`config.mk`:
```
export PLATFORM = sky130hd
export DESIGN_NAME = local_net_iface
export DESIGN_NICKNAME = d
export VERILOG_FILES = /design/src/rtl/local_net_iface.sv
export SDC_FILE = /design/constraint.sdc
export NUM_CORES = 1
export LEC_CHECK = 0
export ABC_CLOCK_PERIOD_IN_PS = 3400
export CAP_MARGIN = 20
export CORE_MARGIN = 3
export CORE_UTILIZATION = 50
export DETAILED_ROUTE_END_ITERATION = 12
export PLACE_DENSITY_LB_ADDON = 0.25
export SKIP_LAST_GASP = 1
export SYNTH_ARGS = -nofsm -noshare
export SYNTH_HDL_FRONTEND = slang
export SYNTH_SLANG_ARGS = --single-unit
```
`constraint.sdc`:
```
create_clock -name clk -period 3.4 [get_ports clk]
set_clock_uncertainty 0.1 [all_clocks]
set_input_delay 0.85 -clock clk [delete_from_list [all_inputs] [get_ports clk]]
set_output_delay 0.85 -clock clk [all_outputs]
set_load 0.005 [all_outputs]
```
`src/rtl/local_net_iface.sv`:
```
// Adapter between a processing element and a mesh router's local port.
// Buffers and serialises injected flits, and deserialises ejected flits behind a valid/ready handshake.
module local_net_iface #(
  parameter int ROUTER_ID    = 0,
  parameter int ADDR_BITS    = 4,
  parameter int PAYLOAD_SIZE = 8,
  parameter int FIFO_DEPTH   = 4
) (
  input  logic                    clk,
  input  logic                    reset,
  input  logic                    src_valid,
  output logic                    src_ready,
  input  logic [ADDR_BITS-1:0]    src_dest,
  input  logic [PAYLOAD_SIZE-1:0] src_payload,
  output logic                    net_tx_data,
  input  logic                    net_tx_busy,
  input  logic                    net_rx_data,
  output logic                    net_rx_busy,
  output logic                    sink_valid,
  input  logic                    sink_ready,
  output logic [ADDR_BITS-1:0]    sink_dest,
  output logic [PAYLOAD_SIZE-1:0] sink_payload,
  output logic [15:0]             inj_count,
  output logic [15:0]             ej_count,
  output logic                    dest_err
);

  localparam int W  = PAYLOAD_SIZE + ADDR_BITS;
  localparam int AW = (FIFO_DEPTH > 1) ? $clog2(FIFO_DEPTH) : 1;
  localparam int BW = $clog2(W);

  localparam logic [AW:0]           FIFO_FULL_LVL = (AW+1)'(FIFO_DEPTH);
  localparam logic [AW:0]           CNT_ONE       = (AW+1)'(1);
  localparam logic [AW-1:0]         PTR_ONE       = AW'(1);
  localparam logic [BW-1:0]         LAST_BIT      = BW'(W - 1);
  localparam logic [BW-1:0]         BIT_ONE       = BW'(1);
  localparam logic [ADDR_BITS-1:0]  MY_ID         = ADDR_BITS'(ROUTER_ID);
  localparam logic [15:0]           CNT16_ONE     = 16'd1;

  // ------------------------------------------------------------------
  // Injection FIFO
  // ------------------------------------------------------------------
  logic [W-1:0]  fifo_mem [FIFO_DEPTH];
  logic [AW-1:0] wr_ptr_reg;
  logic [AW-1:0] rd_ptr_reg;
  logic [AW:0]   fifo_count_reg;
  logic          fifo_full;
  logic          fifo_empty;
  logic          fifo_push;
  logic          fifo_pop;

  assign fifo_full  = (fifo_count_reg == FIFO_FULL_LVL);
  assign fifo_empty = (fifo_count_reg == '0);
  assign src_ready  = ~fifo_full;
  assign fifo_push  = src_valid & ~fifo_full;

  always_ff @(posedge clk) begin
    if (fifo_push) begin
      fifo_mem[wr_ptr_reg] <= {src_payload, src_dest};
    end
  end

  always_ff @(posedge clk or posedge reset) begin
    if (reset) begin
      wr_ptr_reg     <= '0;
      rd_ptr_reg     <= '0;
      fifo_count_reg <= '0;
    end else begin
      if (fifo_push) begin
        wr_ptr_reg <= wr_ptr_reg + PTR_ONE;
      end
      if (fifo_pop) begin
        rd_ptr_reg <= rd_ptr_reg + PTR_ONE;
      end
      case ({fifo_push, fifo_pop})
        2'b10:   fifo_count_reg <= fifo_count_reg + CNT_ONE;
        2'b01:   fifo_count_reg <= fifo_count_reg - CNT_ONE;
        default: fifo_count_reg <= fifo_count_reg;
      endcase
    end
  end

  // ------------------------------------------------------------------
  // TX serialiser. The line register lags the state by one cycle, which
  // gives the two-cycle write-to-start latency and W+3 frame spacing.
  // ------------------------------------------------------------------
  typedef enum logic [1:0] {
    TX_IDLE,
    TX_START,
    TX_SHIFT,
    TX_GAP
  } tx_state_t;

  tx_state_t     tx_state_reg;
  logic [W-1:0]  tx_shreg_reg;
  logic [BW-1:0] tx_bit_reg;
  logic          tx_line_reg;
  logic [15:0]   inj_cnt_reg;

  assign fifo_pop = (tx_state_reg == TX_IDLE) & ~fifo_empty & ~net_tx_busy;

  always_ff @(posedge clk or posedge reset) begin
    if (reset) begin
      tx_state_reg <= TX_IDLE;
      tx_shreg_reg <= '0;
      tx_bit_reg   <= '0;
      tx_line_reg  <= 1'b0;
      inj_cnt_reg  <= '0;
    end else begin
      case (tx_state_reg)
        TX_IDLE: begin
          tx_line_reg <= 1'b0;
          if (fifo_pop) begin
            tx_shreg_reg <= fifo_mem[rd_ptr_reg];
            tx_state_reg <= TX_START;
          end
        end
        TX_START: begin
          tx_line_reg  <= 1'b1;
          tx_bit_reg   <= '0;
          tx_state_reg <= TX_SHIFT;
        end
        TX_SHIFT: begin
          tx_line_reg  <= tx_shreg_reg[0];
          tx_shreg_reg <= tx_shreg_reg >> 1;
          if (tx_bit_reg == LAST_BIT) begin
            tx_state_reg <= TX_GAP;
          end else begin
            tx_bit_reg <= tx_bit_reg + BIT_ONE;
          end
        end
        TX_GAP: begin
          tx_line_reg  <= 1'b0;
          inj_cnt_reg  <= inj_cnt_reg + CNT16_ONE;
          tx_state_reg <= TX_IDLE;
        end
        default: begin
          tx_line_reg  <= 1'b0;
          tx_state_reg <= TX_IDLE;
        end
      endcase
    end
  end

  assign net_tx_data = tx_line_reg;
  assign inj_count   = inj_cnt_reg;

  // ------------------------------------------------------------------
  // RX deserialiser and sink handshake
  // ------------------------------------------------------------------
  typedef enum logic [1:0] {
    RX_IDLE,
    RX_RECV,
    RX_HOLD
  } rx_state_t;

  rx_state_t             rx_state_reg;
  logic [W-1:0]          rx_shreg_reg;
  logic [W-1:0]          rx_shreg_next;
  logic [BW-1:0]         rx_bit_reg;
  logic                  rx_busy_reg;
  logic                  sink_valid_reg;
  logic [ADDR_BITS-1:0]  sink_dest_reg;
  logic [PAYLOAD_SIZE-1:0] sink_payload_reg;
  logic [15:0]           ej_cnt_reg;
  logic                  dest_err_reg;

  assign rx_shreg_next = {net_rx_data, rx_shreg_reg[W-1:1]};

  always_ff @(posedge clk or posedge reset) begin
    if (reset) begin
      rx_state_reg     <= RX_IDLE;
      rx_shreg_reg     <= '0;
      rx_bit_reg       <= '0;
      rx_busy_reg      <= 1'b0;
      sink_valid_reg   <= 1'b0;
      sink_dest_reg    <= '0;
      sink_payload_reg <= '0;
      ej_cnt_reg       <= '0;
      dest_err_reg     <= 1'b0;
    end else begin
      case (rx_state_reg)
        RX_IDLE: begin
          if (net_rx_data) begin
            rx_busy_reg  <= 1'b1;
            rx_bit_reg   <= '0;
            rx_state_reg <= RX_RECV;
          end
        end
        RX_RECV: begin
          rx_shreg_reg <= rx_shreg_next;
          if (rx_bit_reg == LAST_BIT) begin
            sink_valid_reg   <= 1'b1;
            sink_dest_reg    <= rx_shreg_next[ADDR_BITS-1:0];
            sink_payload_reg <= rx_shreg_next[W-1:ADDR_BITS];
            rx_state_reg     <= RX_HOLD;
          end else begin
            rx_bit_reg <= rx_bit_reg + BIT_ONE;
          end
        end
        RX_HOLD: begin
          // Line activity here would be a router protocol error and is ignored.
          if (sink_ready) begin
            sink_valid_reg <= 1'b0;
            rx_busy_reg    <= 1'b0;
            ej_cnt_reg     <= ej_cnt_reg + CNT16_ONE;
            if (sink_dest_reg != MY_ID) begin
              dest_err_reg <= 1'b1;
            end
            rx_state_reg <= RX_IDLE;
          end
        end
        default: begin
          rx_busy_reg    <= 1'b0;
          sink_valid_reg <= 1'b0;
          rx_state_reg   <= RX_IDLE;
        end
      endcase
    end
  end

  assign net_rx_busy  = rx_busy_reg;
  assign sink_valid   = sink_valid_reg;
  assign sink_dest    = sink_dest_reg;
  assign sink_payload = sink_payload_reg;
  assign ej_count     = ej_cnt_reg;
  assign dest_err     = dest_err_reg;

endmodule
```
==> impl_metrics.tcl <==
set metrics [dict create \
    synth_edf_count 48 \
    hold_end "dest_err" \
    via_count 3368 \
    reg2reg_to "fifo_count_reg[2]" \
    finalWirelength_um 9870 \
    cts.sinks 138 \
    synth-seq-cells 138 \
    synthCells 409 \
    outcome "completed" \
    rsz0062_at_grt "false" \
    syn_area_per_cell_um2 14.1 \
    drt-initial-drc-count 225 \
    fillers 843 \
    hold_path_startpoint "dest_err" \
    syn_nets 441 \
    portBuffers 66 \
    clkTransAtPathRegs_ns 0.06 \
    hold_violations 0 \
    n_antenna_cell 0 \
    grt-ovfl-total 0 \
    arrival_ns 1.66 \
    design.core.area_um2 11000 \
    start_util 0.521 \
    antenna_left 0 \
    cts_resized 0 \
    syn2layout_area_growth_pct 24.0 \
    fin_crit_ns 2.61 \
    postCtsHoldBufs 0 \
    die_area_um2 12800 \
    routedWlPerCell_um 15.4 \
    grt_pass1_wl_um 16800 \
    postCtsSetupBuffers 0 \
    worst_pin_slew_ns 0.853 \
    startpoint_type "register" \
    synth_top_area_cell "dfrtp_1" \
    rows 38 \
    tns_ns 0 \
    p_per_area_nw_per_um2 859 \
    layout-drive-gt1-share 0.160 \
    drc 0 \
    final_nets 518 \
    synth_top_area_share 0.392 \
    synth_commonest_cells "90 x dfrtp_1, 48 x edfxtp_1, 45 x nand2_1, 27 x xnor2_1" \
    clockBufferDepth 2 \
    ios 67 \
    cts_buffers 17 \
    synth_area_leaders "dfrtp_1 39%, edfxtp_1 25%, mux4_2 4.7%" \
    routabilityCongestion 0.783 \
    htreeDepth 4 \
    ff2ff_path_depth 10 \
    maxCapViolations 0 \
    cts_tree "built" \
    cts_root_buffer "clkbuf_16" \
    clk_latency_ns 0.42 \
    grt_usage 0.170 \
    leakage_nw 2.94 \
    ys_types 41 \
    dieHeight_um 113 \
    synthFlopType "dfrtp_1" \
    reg2reg_slack_ns 1.00 \
    synth.most_common_cell "dfrtp_1" \
    hp-class "reg2reg" \
    r2r_start "fifo_count_reg[0]" \
    crit_required_ns 2.45 \
    viasPerCell 5.27 \
    ir_worst_vdd_mv 0.424 \
    holdPathStages 1 \
    largest_register_ff_count 48 \
    hpwl_um 6590 \
    antenna_found_initial 0 \
    max_freq_ghz 0.383 \
    fin_crit_sh 0.769 \
    setup_viol 0 \
    syn_area_um2 5750 \
    maxSlewHeadroom 0.432 \
    yosys_warnings 0 \
    power.total_mw 6.13 \
    worstSetupPathType "reg2out" \
    crit_path_end_kind "output pin" \
    yosysSeqAreaShare 0.642 \
    drv_slew 0 \
    die_x_um 113 \
    regMostFlops "fifo_mem" \
    cp_max_fo 6 \
    first_pass_iters 6 \
    grt_start_max_net_pins 39 \
    grt_pass1_vias 3463 \
    async_flop_share 0.652 \
]
## cell type report
type	count	area, µm²	area share
multi-input combinational	242	1900	0.267
timing repair buffer	70	703	0.0986
tap	140	175	0.0246
inverter	17	65.1	0.00913
clock buffer	17	425	0.0597
sequential	138	3690	0.518
clock inverter	15	164	0.0230
## kinds of logic (layout without fill, tap and decap cells)
group,Yosys count,in the layout,share of synthesized area
XOR/XNOR,36,36,0.0548
AND/OR/NAND/NOR,121,121,0.102
flip-flops,138,138,0.642
buffers and inverters,29,119,0.0268
adder cells (fa/ha/maj),14,14,0.0318
AO/OA/AOI/OAI,30,30,0.0337
multiplexers,41,41,0.109
## cell usage in the layout (no fill, tap or decap), drive strengths merged, types with 3 or more instances in the layout
cell type,netlist,final
and2,3,3
ha,13,13
clkinvlp,0,4
a31oi,12,12
nand4,9,9
clkdlybuf4s50,0,66
clkinv,0,3
nor3,4,4
buf,9,4
o21ai,8,8
mux4,12,12
dfrtp,90,90
nor2,21,21
and3,9,9
inv,17,23
nand2,45,45
nand3,19,19
xor2,9,9
edfxtp,48,48
clkbuf,3,17
xnor2,27,27
nor2b,3,3
mux2,28,28
and4,3,3
## critical path: stages (launching register included)
cell and delay (ns):
dfrtp_1 0.41, inv_1 0.10, nand3_1 0.22, clkdlybuf4s50_1 0.52
## power breakdown
part	switching, mW	internal, mW	leakage, nW
Combinational	0.753	0.949	1.10
Clock	0.727	1.09	0.276
Sequential	0.372	2.23	1.57
Total	1.85	4.27	2.94
## worst max-delay path by stage
stage,cells past startpoint,startpoint,slack [ns],end
6_report,3,fifo_count_reg[0],0.79,src_ready
5_1_grt,3,fifo_count_reg[0],0.68,src_ready
4_1_cts,3,fifo_count_reg[0],0.76,src_ready
3_5_place_dp,9,src_valid,0.55,fifo_count_reg[2]
3_3_place_gp,9,net_tx_busy,0.64,fifo_count_reg[2]
2_1_floorplan,1,reset,0.11,dest_err
## through the flow
stage / worst slack (ns) / hold WS [ns] / utilization / area (µm²) / instances
2_1_floorplan: 0.115 / 0.360 / - / 5750 / 409
5_1_grt: 0.680 / 0.407 / 0.646 / 7130 / 639
4_1_cts: 0.764 / 0.380 / 0.646 / 7130 / 639
6_report: 0.787 / 0.375 / 0.646 / 7130 / 639
3_3_place_gp: 0.640 / 0.358 / 0.593 / 6540 / 607
3_5_place_dp: 0.555 / 0.365 / 0.593 / 6540 / 607
## routing by layer
metal	routed length, µm	global-route usage	vias up
met4	104	0.0625	0
met2	4810	0.268	72
met1	4470	0.217	1675
li1	-	-	1613
met3	482	0.0610	8
met5	0	0	-
Power figures use the tool's default switching activity.
